<file path="config.mk">
export PLATFORM = sky130hd
export DESIGN_NAME = dm_arbiter_flat
export DESIGN_NICKNAME = d
export VERILOG_FILES = /design/src/rtl/dm_arbiter_pkg.sv /design/src/rtl/dm_arbiter_if.sv /design/src/rtl/dm_arbiter.sv /design/src/flat_wrapper.sv
export SDC_FILE = /design/constraint.sdc
export NUM_CORES = 1
export LEC_CHECK = 0
export BUFFER_PORTS_ARGS = -buffer_cell sky130_fd_sc_hd__buf_2
export CAP_MARGIN = 0
export CORE_AREA = 2 2 118 120
export DETAILED_ROUTE_END_ITERATION = 10
export DIE_AREA = 0 0 120 122
export GPL_ROUTABILITY_DRIVEN = 0
export SETUP_SLACK_MARGIN = 0.05
export SYNTH_ARGS = -nofsm -noshare
export SYNTH_HDL_FRONTEND = slang
export SYNTH_SLANG_ARGS = --single-unit
</file>
<file path="constraint.sdc">
create_clock -name clk -period 2.6 [get_ports clk]
set_input_delay 0.13 -clock clk [delete_from_list [all_inputs] [get_ports clk]]
set_output_delay 0.13 -clock clk [all_outputs]
set_load 0.02 [all_outputs]
</file>
<file path="src/rtl/dm_arbiter_pkg.sv">
`default_nettype none
// +----------------------------------------------------------------------------+
// | Module  : dm_arbiter_pkg                                                   |
// | Brief   : Owner-state encoding and port identifiers for the dm arbiter.    |
// | Revision: 1.0  initial release                                             |
// +----------------------------------------------------------------------------+
package dm_arbiter_pkg;

  typedef enum logic [1:0] {
    ST_IDLE = 2'd0,
    ST_CPU  = 2'd1,
    ST_DMA  = 2'd2
  } owner_e;

  localparam logic PORT_CPU = 1'b0;
  localparam logic PORT_DMA = 1'b1;

  // Counter width able to hold 0..max_burst inclusive.
  function automatic int burst_cnt_width(input int max_burst);
    return (max_burst < 1) ? 1 : $clog2(max_burst + 1);
  endfunction

endpackage
`default_nettype wire

</file>
<file path="src/rtl/dm_arbiter_if.sv">
`default_nettype none
// +----------------------------------------------------------------------------+
// | Module  : dm_arbiter_if                                                    |
// | Brief   : Requester (cpu/dma) and data-memory signals of the dm arbiter.   |
// | Revision: 1.0  initial release                                             |
// +----------------------------------------------------------------------------+
interface dm_arbiter_if #(
  parameter int ADDR_W = 32,
  parameter int DATA_W = 32
);

  logic              cpu_req;
  logic              cpu_we;
  logic [ADDR_W-1:0] cpu_addr;
  logic [DATA_W-1:0] cpu_wdata;
  logic              cpu_gnt;
  logic              cpu_stall;
  logic              cpu_rvalid;
  logic [DATA_W-1:0] cpu_rdata;

  logic              dma_req;
  logic              dma_we;
  logic [ADDR_W-1:0] dma_addr;
  logic [DATA_W-1:0] dma_wdata;
  logic              dma_gnt;
  logic              dma_rvalid;
  logic [DATA_W-1:0] dma_rdata;

  logic              dm_MemWrite;
  logic              dm_MemRead;
  logic [ADDR_W-1:0] dm_addr;
  logic [DATA_W-1:0] dm_wdata;
  logic [DATA_W-1:0] dm_out;

  // Arbiter side.
  modport slave (
    input  cpu_req, cpu_we, cpu_addr, cpu_wdata,
    input  dma_req, dma_we, dma_addr, dma_wdata,
    input  dm_out,
    output cpu_gnt, cpu_stall, cpu_rvalid, cpu_rdata,
    output dma_gnt, dma_rvalid, dma_rdata,
    output dm_MemWrite, dm_MemRead, dm_addr, dm_wdata
  );

  // Requesters plus data memory side.
  modport master (
    output cpu_req, cpu_we, cpu_addr, cpu_wdata,
    output dma_req, dma_we, dma_addr, dma_wdata,
    output dm_out,
    input  cpu_gnt, cpu_stall, cpu_rvalid, cpu_rdata,
    input  dma_gnt, dma_rvalid, dma_rdata,
    input  dm_MemWrite, dm_MemRead, dm_addr, dm_wdata
  );

endinterface
`default_nettype wire

</file>
<file path="src/rtl/dm_arbiter.sv">
`default_nettype none
// +----------------------------------------------------------------------------+
// | Module  : dm_arbiter                                                       |
// | Brief   : Round-robin, burst-bounded arbiter sharing the single-port data  |
// |           memory between the pipeline MEM stage and a DMA/debug loader.    |
// | Revision: 1.0  initial release                                             |
// +----------------------------------------------------------------------------+
module dm_arbiter
  import dm_arbiter_pkg::*;
#(
  parameter int ADDR_W    = 32,
  parameter int DATA_W    = 32,
  parameter int MAX_BURST = 4
) (
  input  logic         clk,
  input  logic         rst,
  dm_arbiter_if.slave  bus
);

  localparam int                CNT_W       = burst_cnt_width(MAX_BURST);
  localparam logic [CNT_W-1:0]  C_MAX_BURST = CNT_W'(MAX_BURST);
  localparam logic [CNT_W-1:0]  C_ONE       = CNT_W'(1);

  owner_e            r_owner;
  owner_e            w_owner_nxt;
  logic              r_last;
  logic              w_last_nxt;
  logic [CNT_W-1:0]  r_burst_cnt;
  logic [CNT_W-1:0]  w_burst_nxt;
  logic [CNT_W-1:0]  w_burst_inc;
  logic              w_burst_open;
  logic              r_cpu_rvalid;
  logic              r_dma_rvalid;

  // Ungated pick feeds the registers; the reset gate is applied only on the way out.
  logic              w_cpu_pick;
  logic              w_dma_pick;
  logic              w_cpu_gnt;
  logic              w_dma_gnt;
  logic [ADDR_W-1:0] w_dm_addr;
  logic [DATA_W-1:0] w_dm_wdata;

  assign w_burst_open = (r_burst_cnt < C_MAX_BURST);
  assign w_burst_inc  = (r_burst_cnt >= C_MAX_BURST) ? C_MAX_BURST : r_burst_cnt + C_ONE;

  // Grant decision and next owner/last/burst state.
  always_comb begin
    w_cpu_pick  = 1'b0;
    w_dma_pick  = 1'b0;
    w_owner_nxt = ST_IDLE;
    w_last_nxt  = r_last;
    w_burst_nxt = '0;

    case ({bus.cpu_req, bus.dma_req})
      2'b10: w_cpu_pick = 1'b1;
      2'b01: w_dma_pick = 1'b1;
      2'b11: begin
        case (r_owner)
          ST_CPU: begin
            w_cpu_pick = w_burst_open;
            w_dma_pick = ~w_burst_open;
          end
          ST_DMA: begin
            w_dma_pick = w_burst_open;
            w_cpu_pick = ~w_burst_open;
          end
          default: begin
            w_cpu_pick = (r_last == PORT_DMA);
            w_dma_pick = (r_last == PORT_CPU);
          end
        endcase
      end
      default: ;
    endcase

    if (w_cpu_pick) begin
      w_owner_nxt = ST_CPU;
      w_last_nxt  = PORT_CPU;
      w_burst_nxt = (r_owner == ST_CPU) ? w_burst_inc : C_ONE;
    end else if (w_dma_pick) begin
      w_owner_nxt = ST_DMA;
      w_last_nxt  = PORT_DMA;
      w_burst_nxt = (r_owner == ST_DMA) ? w_burst_inc : C_ONE;
    end
  end

  always_ff @(posedge clk or posedge rst) begin
    if (rst) begin
      r_owner      <= ST_IDLE;
      r_last       <= PORT_DMA;
      r_burst_cnt  <= '0;
      r_cpu_rvalid <= 1'b0;
      r_dma_rvalid <= 1'b0;
    end else begin
      r_owner      <= w_owner_nxt;
      r_last       <= w_last_nxt;
      r_burst_cnt  <= w_burst_nxt;
      r_cpu_rvalid <= w_cpu_pick & ~bus.cpu_we;
      r_dma_rvalid <= w_dma_pick & ~bus.dma_we;
    end
  end

  assign w_cpu_gnt = w_cpu_pick & ~rst;
  assign w_dma_gnt = w_dma_pick & ~rst;

  always_comb begin
    w_dm_addr  = '0;
    w_dm_wdata = '0;
    if (w_cpu_gnt) begin
      w_dm_addr  = bus.cpu_addr;
      w_dm_wdata = bus.cpu_wdata;
    end else if (w_dma_gnt) begin
      w_dm_addr  = bus.dma_addr;
      w_dm_wdata = bus.dma_wdata;
    end
  end

  assign bus.cpu_gnt     = w_cpu_gnt;
  assign bus.dma_gnt     = w_dma_gnt;
  assign bus.cpu_stall   = bus.cpu_req & ~w_cpu_gnt & ~rst;
  assign bus.dm_MemWrite = (w_cpu_gnt & bus.cpu_we) | (w_dma_gnt & bus.dma_we);
  assign bus.dm_MemRead  = (w_cpu_gnt & ~bus.cpu_we) | (w_dma_gnt & ~bus.dma_we);
  assign bus.dm_addr     = w_dm_addr;
  assign bus.dm_wdata    = w_dm_wdata;

  assign bus.cpu_rvalid  = r_cpu_rvalid;
  assign bus.dma_rvalid  = r_dma_rvalid;
  assign bus.cpu_rdata   = r_cpu_rvalid ? bus.dm_out : '0;
  assign bus.dma_rdata   = r_dma_rvalid ? bus.dm_out : '0;

endmodule
`default_nettype wire

</file>
<file path="src/flat_wrapper.sv">
// flat-port wrapper written by rule: the top's interface ports become plain ports
module dm_arbiter_flat import dm_arbiter_pkg::*;
#(
  parameter int ADDR_W    = 32,
  parameter int DATA_W    = 32,
  parameter int MAX_BURST = 4
)
  (clk, rst, bus_cpu_req, bus_cpu_we, bus_cpu_addr, bus_cpu_wdata, bus_dma_req, bus_dma_we, bus_dma_addr, bus_dma_wdata, bus_dm_out, bus_cpu_gnt, bus_cpu_stall, bus_cpu_rvalid, bus_cpu_rdata, bus_dma_gnt, bus_dma_rvalid, bus_dma_rdata, bus_dm_MemWrite, bus_dm_MemRead, bus_dm_addr, bus_dm_wdata);
  dm_arbiter_if #(.ADDR_W(ADDR_W), .DATA_W(DATA_W)) bus_i ();
  input  logic clk;
  input  logic rst;
  input wire logic [$bits(bus_i.cpu_req)-1:0] bus_cpu_req;
  input wire logic [$bits(bus_i.cpu_we)-1:0] bus_cpu_we;
  input wire logic [$bits(bus_i.cpu_addr)-1:0] bus_cpu_addr;
  input wire logic [$bits(bus_i.cpu_wdata)-1:0] bus_cpu_wdata;
  input wire logic [$bits(bus_i.dma_req)-1:0] bus_dma_req;
  input wire logic [$bits(bus_i.dma_we)-1:0] bus_dma_we;
  input wire logic [$bits(bus_i.dma_addr)-1:0] bus_dma_addr;
  input wire logic [$bits(bus_i.dma_wdata)-1:0] bus_dma_wdata;
  input wire logic [$bits(bus_i.dm_out)-1:0] bus_dm_out;
  output wire logic [$bits(bus_i.cpu_gnt)-1:0] bus_cpu_gnt;
  output wire logic [$bits(bus_i.cpu_stall)-1:0] bus_cpu_stall;
  output wire logic [$bits(bus_i.cpu_rvalid)-1:0] bus_cpu_rvalid;
  output wire logic [$bits(bus_i.cpu_rdata)-1:0] bus_cpu_rdata;
  output wire logic [$bits(bus_i.dma_gnt)-1:0] bus_dma_gnt;
  output wire logic [$bits(bus_i.dma_rvalid)-1:0] bus_dma_rvalid;
  output wire logic [$bits(bus_i.dma_rdata)-1:0] bus_dma_rdata;
  output wire logic [$bits(bus_i.dm_MemWrite)-1:0] bus_dm_MemWrite;
  output wire logic [$bits(bus_i.dm_MemRead)-1:0] bus_dm_MemRead;
  output wire logic [$bits(bus_i.dm_addr)-1:0] bus_dm_addr;
  output wire logic [$bits(bus_i.dm_wdata)-1:0] bus_dm_wdata;
  assign bus_i.cpu_req = bus_cpu_req;
  assign bus_i.cpu_we = bus_cpu_we;
  assign bus_i.cpu_addr = bus_cpu_addr;
  assign bus_i.cpu_wdata = bus_cpu_wdata;
  assign bus_i.dma_req = bus_dma_req;
  assign bus_i.dma_we = bus_dma_we;
  assign bus_i.dma_addr = bus_dma_addr;
  assign bus_i.dma_wdata = bus_dma_wdata;
  assign bus_i.dm_out = bus_dm_out;
  assign bus_cpu_gnt = bus_i.cpu_gnt;
  assign bus_cpu_stall = bus_i.cpu_stall;
  assign bus_cpu_rvalid = bus_i.cpu_rvalid;
  assign bus_cpu_rdata = bus_i.cpu_rdata;
  assign bus_dma_gnt = bus_i.dma_gnt;
  assign bus_dma_rvalid = bus_i.dma_rvalid;
  assign bus_dma_rdata = bus_i.dma_rdata;
  assign bus_dm_MemWrite = bus_i.dm_MemWrite;
  assign bus_dm_MemRead = bus_i.dm_MemRead;
  assign bus_dm_addr = bus_i.dm_addr;
  assign bus_dm_wdata = bus_i.dm_wdata;
  dm_arbiter #(.ADDR_W(ADDR_W), .DATA_W(DATA_W), .MAX_BURST(MAX_BURST)) u_core (.clk(clk), .rst(rst), .bus(bus_i));
endmodule
</file>
==> run_results.csv, run 1 <==
group,metric,value,unit
final_layout,fillerInstances,1491,
status,status,"complete, no violations",
timing,totalNegativeSetupSlack,0,ns
placement,place.port_buffers,300,
worst_setup_path,worst_ep_arrival_time,2.34,ns
final_layout,finalNetCount,670,
routing,detailroute.via_count,2789,
timing,worstMarginPinSlew,0.779,ns
routing,remaining_drc_errors,0,
floorplan,die_y,122,um
power,p_sw,1.23,mW
worst_setup_path,critPathMaxStageDelay,0.41,ns
timing,period_share,94.9,%
power,total_leakage_power,2.13,nW
run,maxCapViolations,0,
timing,maxClockFrequency,405,MHz
floorplan,initial_core_util,12.1,%
timing,period_minus_slack,2.47,ns
synthesis,post-synth-top-area-cell,"a22o_1",
synthesis,avgSynthCellArea,8.07,um2
worst_setup_path,timing.critical_path.fanout_max,16,
synthesis,synthDominantCellAreaShare,34.8,%
routing,drt-vias-per-instance,4.12,
floorplan,fp.dieArea,14600,um2
global_route,grt-ovfl-total,0,
routing,initialDrtViolationCount,127,
timing,grt_setup_unrepaired,"no",
final_layout,multi_input_comb_area,1290,um2
placement,dp_worst_setup_slack,0.382,ns
power,power_frac_seq,10.2,%
power,power.switching_fraction,51.5,%
final_layout,n_antenna_cell,0,
floorplan,total_number_of_placement_rows,43,
final_layout,drive_above_1_share,65.2,%
synthesis,synth_cell_type_count,25,
worst_setup_path,critical_path.cell_chain,"inv_2 > ha_2 > mux2_4 > o311ai_4 > nor3_4 > buf_12 > buf_16 > a22o_1 > buf_4",
final_layout,synthToLayoutAreaGrowth,113,%
clocking,bufs_on_longest_clock_path,2,
worst_setup_path,worstSetupStartpointType,"flop",
synthesis,synth_warnings,0,
final_layout,finalCoreUtilization,25.9,%
routing,finalWirelength,9.91,mm
global_route,grt_first_pass_wirelength,12.6,mm
clocking,numCtsBuffers,3,
final_layout,register_area,201,um2
hold_path,min_path_type,"primary input to flop",
synthesis,netlist_top_cells_area,"a22o_1 35%, and2_1 24%, dfrtp_1 11%",
placement,dp_hpwl,7.66,mm
synthesis,gate_count_post_synth,203,
clocking,clock_insertion_delay_worst_skew,0.23,ns
synthesis,synth.ff_latch_count,8,
timing,worst_slack,0.133,ns
power,power_frac_comb,78.4,%
final_layout,layout_common_cells,"299 x buf_2, 65 x a22o_1, 64 x and2_1",
floorplan,die_x,120,um
power,intPower,1.16,mW
floorplan,design.core.area,13500,um2
clocking,clock_sinks,8,
floorplan,pin_count,301,
clocking,clockRootBuffer,"clkbuf_16",
synthesis,synth_fp_nets,375,
global_route,maximum_number_of_pins_on_one_net_before_global_route_repair,67,
routing,route.antenna.remaining_nets,0,
worst_setup_path,setup.worst_path.class,"flop to output pin",
global_route,number_of_global_route_vias_before_repair,2405,
global_route,globalRouteTotalUtil,10.7,%
timing,max-slew-margin-rel,48.1,%
timing,final-hold-violation-count,0,
worst_setup_path,endpoint_kind,"output pin",
power,clock_power_share,11.3,%
timing,timing_max_transition_violations_final,0,
synthesis,yosysSeqAreaShare,12.3,%
routing,wl_per_cell,14.6,um
worst_setup_path,critPathRequiredTime,2.47,ns
routing,drt_pre_antenna_iters,4,
worst_setup_path,critical_path.slowest_cell,"o311ai_4",
clocking,cts-htree-levels,1,
power,powerDensity,685,nW/um2
clocking,tritoncts,"yes",
final_layout,layout.cells.most_common,"buf_2",
power,vdd_drop_max,0.306,mV
global_route,grt_antenna_before_repair,0,
clocking,cts.reportedPaths.clkPinSlew,0.04,ns
synthesis,synth.cell_area,1640,um2
timing,clock_skew,0.000418,ns
timing,setup-violations-final,0,
-- final cells by class --
cell class                      instances  share of cell area [%]
Sequential cell                         8                    5.76
Clock buffer                            4                    2.26
Timing Repair Buffer                  309                    47.4
Tap cell                              180                    6.44
Multi-Input combinational cell        165                    36.9
Inverter                               11                    1.18
-- critical path: cells and delay by family, from the launching register on --
family | cells | cell delay, ns
flip-flops | 1 | 0.37
adder cells (fa/ha/maj) | 1 | 0.18
multiplexers | 1 | 0.30
AO/OA/AOI/OAI | 2 | 0.63
AND/OR/NAND/NOR | 1 | 0.07
buffers and inverters | 4 | 0.52
-- registers in the layout, summed over array words and instances, names as in the netlist --
| register | flops |
|---|---|
| u_core.r_burst_cnt | 3 |
| u_core.r_owner | 2 |
| u_core.r_last | 1 |
| u_core.bus.dma_rvalid | 1 |
| u_core.bus.cpu_rvalid | 1 |
-- through the flow --
stage | hold slack, ns | cell area, um2 | power (mW) | cells
after floorplan | -0.0386 | 1640 | 1.42 | 203
after global placement | 0.157 | 3300 | 2.00 | 667
after detailed placement | 0.162 | 3300 | 1.99 | 667
after CTS | 0.0788 | 3390 | 2.29 | 672
after global routing | 0.0800 | 3490 | 2.57 | 677
final | 0.0804 | 3490 | 2.39 | 677
-- Yosys cell counts --
cell,instances
o21ai_0,2
nor2_1,8
o21a_1,1
o311ai_4,1
nand2b_1,2
buf_6,6
clkbuf_1,7
nand2_1,3
o211a_4,1
dfrtp_1,7
nor4_1,1
a21oi_1,2
dfstp_2,1
mux2_4,2
and2_1,64
nor3b_1,1
buf_2,6
a22o_1,65
o32a_2,2
ha_1,6
o221ai_1,1
nand3_1,1
inv_1,11
o21ai_1,1
nor3_4,1
-- cell families after synthesis --
group,synth area share [%]
AOI/OAI and AO/OA,41.3
adders and majority gates,4.58
buffers and inverters,10.1
DFF,12.3
muxes,1.83
and+or+nand+nor,29.9
-- repair_timing --
action                                  4_1_cts  5_1_grt
endpoints found under the setup margin        0       64
setup buffers                                 0        2
hold endpoints to repair                      7        0
gates resized for setup                       0        6
hold buffers                                  1        0
-- worst paths after layout --
check,from,to,cells past startpoint,slack [ns]
setup / recovery,u_core.r_owner[0],bus_dm_wdata[13],9,0.13
hold / removal,bus_cpu_we,u_core.bus.cpu_rvalid,2,0.08
setup reg to reg,u_core.r_owner[1],u_core.r_burst_cnt[1],6,0.80
hold reg to reg,u_core.r_last,u_core.r_last,2,0.47
max in group asynchronous,rst,u_core.r_last,4,1.92
min in group asynchronous,rst,u_core.r_owner[1],4,0.46
-- per-layer routing --
layer | GRT usage [%] | share of wire [%] | routed length (um) | vias up
met2 | 18.7 | 49 | 4850 | 222
met3 | 2.43 | 11 | 1080 | 3
met1 | 14.0 | 40 | 3960 | 1234
met4 | 1.10 | 0.23 | 23 | 0
met5 | 0 | 0 | 0 | -
li1 | - | - | - | 1330
-- power by group through the flow --
stage	registers, mW	clock network, mW	logic [mW]
6_report	0.245	0.271	1.88
5_1_grt	0.259	0.286	2.02
2_1_floorplan	0.211	0	1.21
4_1_cts	0.246	0.279	1.76
3_5_place_dp	0.248	0	1.75
3_3_place_gp	0.247	0	1.76
Note: power is estimated with default switching activity, not from simulation.
==> run 2: changes to the inputs <==
- CELL_PAD_IN_SITES_DETAIL_PLACEMENT: unset -> 1
- CELL_PAD_IN_SITES_GLOBAL_PLACEMENT: unset -> 1
- PLACE_DENSITY_LB_ADDON: unset -> 0.1
==> run 2 against run 1 <==
Utilization about the same. Sequential share of layout area about the same. Sequential power increased by 2%. Sequential cell count unchanged. Die area unchanged. Critical endpoint is now bus_dm_addr[30]. Largest power group unchanged.
==> run_results.csv, run 2 (synthesized netlist as in run 1, its figures left out) <==
group,metric,value,unit
timing,grt_setup_unrepaired,"no",
floorplan,die_y,122,um
final_layout,top_regs,"u_core.r_burst_cnt: 3 flops, u_core.r_owner: 2 flops",
final_layout,finalNetCount,672,
floorplan,design.core.area,13500,um2
final_layout,largest-register,"u_core.r_burst_cnt",
timing,max-slew-margin-rel,46.3,%
routing,wl_per_cell,16.5,um
clocking,clockRootBuffer,"clkbuf_16",
worst_setup_path,critical_path.slowest_cell,"dfrtp_1",
power,total_leakage_power,2.14,nW
status,status,"complete, no violations",
routing,drt-vias-per-instance,4.15,
global_route,grt_first_pass_wirelength,15.1,mm
timing,setup-violations-final,0,
routing,detailroute.via_count,2820,
power,fin_total_pwr,2.42,mW
placement,dp_worst_setup_slack,0.356,ns
timing,worstMarginPinSlew,0.806,ns
routing,drt_pre_antenna_iters,4,
global_route,grt_antenna_before_repair,0,
timing,worst_slack,0.114,ns
clocking,numCtsBuffers,3,
placement,numPlacedInstances,668,
placement,place.port_buffers,300,
final_layout,synthToLayoutAreaGrowth,113,%
timing,clock_skew,0.00363,ns
run,maxCapViolations,0,
final_layout,post_layout_nonfiller_instances,679,
floorplan,die_x,120,um
floorplan,fp.dieArea,14600,um2
clocking,tritoncts,"yes",
clocking,cts-htree-levels,1,
final_layout,drive_above_1_share,65.1,%
worst_setup_path,path_common_cell,"buf_4",
timing,final.hold.worst_slack,0.0806,ns
timing,period_share,95.6,%
floorplan,pin_count,301,
clocking,cts.reportedPaths.clkPinSlew,0.04,ns
final_layout,finalCoreUtilization,25.9,%
final_layout,layout.cells.most_common,"buf_2",
clocking,clock_insertion_delay_worst_skew,0.23,ns
final_layout,layout_common_cells,"300 x buf_2, 65 x a22o_1, 64 x and2_1",
worst_setup_path,worstSetupStartpointType,"flop",
final_layout,final_cell_area,3490,um2
worst_setup_path,critPathRequiredTime,2.47,ns
routing,finalWirelength,11.2,mm
timing,final-hold-violation-count,0,
floorplan,initial_core_util,12.1,%
global_route,globalRouteTotalUtil,13.1,%
timing,totalNegativeSetupSlack,0,ns
clocking,bufs_on_longest_clock_path,2,
final_layout,n_antenna_cell,0,
routing,remaining_drc_errors,0,
hold_path,min_path_type,"primary input to flop",
global_route,maximum_number_of_pins_on_one_net_before_global_route_repair,65,
timing,maxClockFrequency,402,MHz
placement,postPlaceCellArea,3310,um2
worst_setup_path,setup.worst_path.class,"flop to output pin",
worst_setup_path,worst_ep_arrival_time,2.36,ns
power,vdd_drop_max,0.197,mV
worst_setup_path,timing.critical_path.fanout_max,16,
global_route,grt-ovfl-total,0,
timing,period_minus_slack,2.49,ns
routing,route.antenna.remaining_nets,0,
final_layout,fillerInstances,1702,
clocking,clock_sinks,8,
power,powerDensity,693,nW/um2
worst_setup_path,critPathMaxStageDelay,0.39,ns
final_layout,flip_flop_count_of_the_largest_register_after_layout,3,
routing,initialDrtViolationCount,84,
global_route,number_of_global_route_vias_before_repair,2821,
placement,dp_hpwl,9.01,mm
floorplan,total_number_of_placement_rows,43,
worst_setup_path,endpoint_kind,"output pin",
timing,timing_max_transition_violations_final,0,
worst_setup_path,critical_path.cell_chain,"buf_4 > ha_4 > mux2_4 > o211a_4 > nor3_4 > buf_4 > clkbuf_16 > a22o_1 > buf_2",
==> run 2: cell types whose count changed in the layout (fill, tap and decap cells not counted), sizes merged <==
| cell | change |
|---|---|
| buf | +2 |
==> run 2: final cells by class <==
type / instances / area, um2 / share of cell area [%]
Timing Repair Buffer: 311 / 1650 / 47.2
Multi-Input combinational cell: 165 / 1300 / 37.2
Tap cell: 180 / 225 / 6.45
Sequential cell: 8 / 201 / 5.77
Clock buffer: 4 / 78.8 / 2.26
Inverter: 11 / 41.3 / 1.18
==> run 2: metal layers <==
metal | track usage (%) | share of wire, % | vias to the layer above
met5 | 0 | 0 | -
met3 | 3.51 | 10 | 12
met1 | 14.5 | 37 | 1276
met4 | 1.84 | 0.91 | 0
met2 | 25.4 | 52 | 202
li1 | - | - | 1330
==> run 2: final timing paths <==
path                            slack, ns               endpoint  depth (start not counted)              start
worst max register to register       0.71  u_core.r_burst_cnt[1]                          7  u_core.r_owner[1]
worst max-delay path                 0.11        bus_dm_addr[30]                          9  u_core.r_owner[1]
worst min-delay path                 0.08  u_core.bus.dma_rvalid                          2         bus_dma_we
min in group asynchronous            0.49      u_core.r_owner[0]                          4                rst
max in group asynchronous            1.89          u_core.r_last                          4                rst
worst min register to register       0.48          u_core.r_last                          2      u_core.r_last
==> run 2: critical path: cells and delay by family (launching register included) <==
| kind | cells | cell delay [ns] |
|---|---|---|
| buffers and inverters | 4 | 0.69 |
| AOI/OAI and AO/OA | 2 | 0.40 |
| DFF | 1 | 0.39 |
| muxes | 1 | 0.29 |
| and+or+nand+nor | 1 | 0.20 |
| adders and majority gates | 1 | 0.15 |
==> run 2: what timing repair did <==
action,4_1_cts,5_1_grt
endpoints found under the setup margin,0,64
gates resized for setup,0,7
hold endpoints to repair,7,0
buffers inserted,0,4
hold buffers,1,0
==> run 2: power breakdown <==
group | internal, mW | total (mW) | switching [mW]
Clock | 0.205 | 0.268 | 0.0637
Sequential | 0.173 | 0.250 | 0.0778
Combinational | 0.791 | 1.90 | 1.11
==> run 3: changes to the inputs <==
- PLACE_DENSITY: unset -> 0.67
- PLACE_DENSITY_LB_ADDON: 0.1 -> unset
==> run 3 against run 2 <==
Via count decreased by 0.43%. Largest power group unchanged. Critical path depth decreased by 1. Sequential share of layout area about the same. Setup slack improved by 0.072 ns. Maximum frequency increased by 3.0%. Register-to-register slack got worse by 0.04 ns. Sequential cell count unchanged. Combinational power decreased by 2%. Highest routed layer unchanged. Die area unchanged. First-iteration DRC count decreased by 2.4%.
==> run_results.csv, run 3 (synthesized netlist as in run 1, its figures left out) <==
group,metric,value,unit
timing,maxClockFrequency,414,MHz
routing,finalWirelength,10.7,mm
timing,period_minus_slack,2.41,ns
hold_path,hold-path-cell-count,2,
global_route,maximum_number_of_pins_on_one_net_before_global_route_repair,66,
timing,worst_slack,0.186,ns
floorplan,design.core.area,13500,um2
worst_setup_path,worst_ep_arrival_time,2.28,ns
hold_path,min_from,"bus_cpu_we",
clocking,cts.reportedPaths.clkPinSlew,0.04,ns
worst_setup_path,r2r.worst_path.cells,7,
floorplan,initial_core_util,12.1,%
worst_setup_path,critical_path.slowest_cell,"dfrtp_1",
routing,drt-vias-per-instance,4.15,
timing,max-slew-margin-rel,49.6,%
routing,wl_per_cell,15.8,um
floorplan,fp.dieArea,14600,um2
timing,clock_skew,0.00393,ns
clocking,tritoncts,"yes",
clocking,cts-htree-levels,1,
timing,worstMarginPinSlew,0.756,ns
placement,numPlacedInstances,667,
global_route,globalRouteTotalUtil,12.6,%
clocking,clock_insertion_delay_worst_skew,0.23,ns
worst_setup_path,critPathMaxStageDelay,0.39,ns
routing,initialDrtViolationCount,82,
timing,period_share,92.8,%
power,fin_total_pwr,2.38,mW
routing,remaining_drc_errors,0,
global_route,grt-ovfl-total,0,
clocking,clockRootBuffer,"clkbuf_16",
placement,place.port_buffers,300,
timing,grt_setup_unrepaired,"no",
power,total_leakage_power,2.13,nW
clocking,numCtsBuffers,3,
floorplan,pin_count,301,
clocking,bufs_on_longest_clock_path,2,
worst_setup_path,endpoint_kind,"output pin",
placement,dp_worst_setup_slack,0.313,ns
worst_setup_path,timing.critical_path.fanout_max,65,
routing,route.antenna.remaining_nets,0,
floorplan,total_number_of_placement_rows,43,
global_route,number_of_global_route_vias_before_repair,2763,
final_layout,post_layout_nonfiller_instances,677,
worst_setup_path,reg2reg_slack,0.67,ns
status,status,"complete, no violations",
worst_setup_path,critPathRequiredTime,2.47,ns
worst_setup_path,setup.worst_path.class,"flop to output pin",
final_layout,layout_common_cells,"300 x buf_2, 65 x a22o_1, 64 x and2_1",
hold_path,worstHoldEndpoint,"u_core.bus.cpu_rvalid",
final_layout,finalCoreUtilization,25.7,%
timing,final-hold-violation-count,0,
worst_setup_path,worstSetupStartpointType,"flop",
routing,drt_pre_antenna_iters,4,
global_route,grt_first_pass_wirelength,14.6,mm
placement,dp_hpwl,8.71,mm
final_layout,fillerInstances,1725,
hold_path,min_path_type,"primary input to flop",
power,vdd_drop_max,0.206,mV
run,maxCapViolations,0,
final_layout,synthToLayoutAreaGrowth,112,%
final_layout,layout.cells.most_common,"buf_2",
final_layout,largest-register,"u_core.r_burst_cnt",
floorplan,die_y,122,um
routing,detailroute.via_count,2808,
final_layout,top_regs,"u_core.r_burst_cnt: 3 flops, u_core.r_owner: 2 flops",
worst_setup_path,timing.rr.end,"u_core.r_burst_cnt[1]",
timing,timing_max_transition_violations_final,0,
final_layout,flip_flop_count_of_the_largest_register_after_layout,3,
power,powerDensity,686,nW/um2
final_layout,drive_above_1_share,64.5,%
worst_setup_path,reg2reg_from,"u_core.r_owner[0]",
timing,setup-violations-final,0,
worst_setup_path,critical_path.cell_chain,"inv_1 > ha_2 > nand2b_1 > o21ai_1 > a21oi_4 > buf_12 > a22o_1 > buf_2",
timing,totalNegativeSetupSlack,0,ns
final_layout,finalNetCount,669,
clocking,clock_sinks,8,
global_route,grt_antenna_before_repair,1,
floorplan,die_x,120,um
## run 3: through the flow
stage | cell area (um2) | hold slack [ns]
final | 3460 | 0.0785
after global routing | 3460 | 0.101
after CTS | 3440 | 0.0764
after detailed placement | 3300 | 0.181
after global placement | 3300 | 0.173
after floorplan | 1640 | -0.0386
## run 3: layout make-up
class	count	area, um2	share of cell area, %
Antenna cell	1	2.50	0.0722
Inverter	11	41.3	1.19
Multi-Input combinational cell	165	1280	37.1
Tap cell	180	225	6.50
Sequential cell	8	201	5.81
Clock buffer	4	78.8	2.28
Timing Repair Buffer	308	1630	47.1
## run 3: metal layers
metal / vias up / share of wire (%) / GRT usage, %
met4: 0 / 0.36 / 2.06
met1: 1285 / 38 / 14.0
li1: 1331 / - / -
met3: 4 / 9.8 / 2.62
met5: - / 0 / 0
met2: 188 / 52 / 24.6
## run 3: critical path: cells and delay by family (launching register included)
kind / cells / cell delay, ns
AOI/OAI and AO/OA: 3 / 0.58
and+or+nand+nor: 1 / 0.16
adders and majority gates: 1 / 0.33
DFF: 1 / 0.39
buffers and inverters: 3 / 0.52
## run 3: power breakdown
group | internal (mW) | switching (mW)
sequential | 0.173 | 0.0737
clock | 0.205 | 0.0645
combinational | 0.762 | 1.10
total | 1.14 | 1.24
## run 3: what timing repair did
item | 4_1_cts | 5_1_grt
endpoints found under the hold margin | 7 | 0
gates cloned | 1 | 1
setup endpoints to repair | 1 | 33
hold buffers | 1 | 0
pin swaps | 2 | 0
setup buffers | 2 | 0
resized for setup | 1 | 2
## run 3: how the worst max path moves through the flow
| stage | startpoint | to | slack [ns] |
|---|---|---|---|
| final | u_core.r_owner[0] | bus_dm_wdata[25] | 0.19 |
| after global routing | u_core.r_owner[0] | bus_dm_addr[2] | 0.06 |
| after CTS | u_core.r_owner[1] | bus_dm_addr[16] | 0.06 |
| after detailed placement | u_core.r_owner[0] | bus_dm_addr[2] | 0.31 |
| after global placement | u_core.r_owner[0] | bus_dm_addr[2] | 0.39 |
| after floorplan | u_core.r_owner[0] | bus_dm_addr[10] | 0.52 |
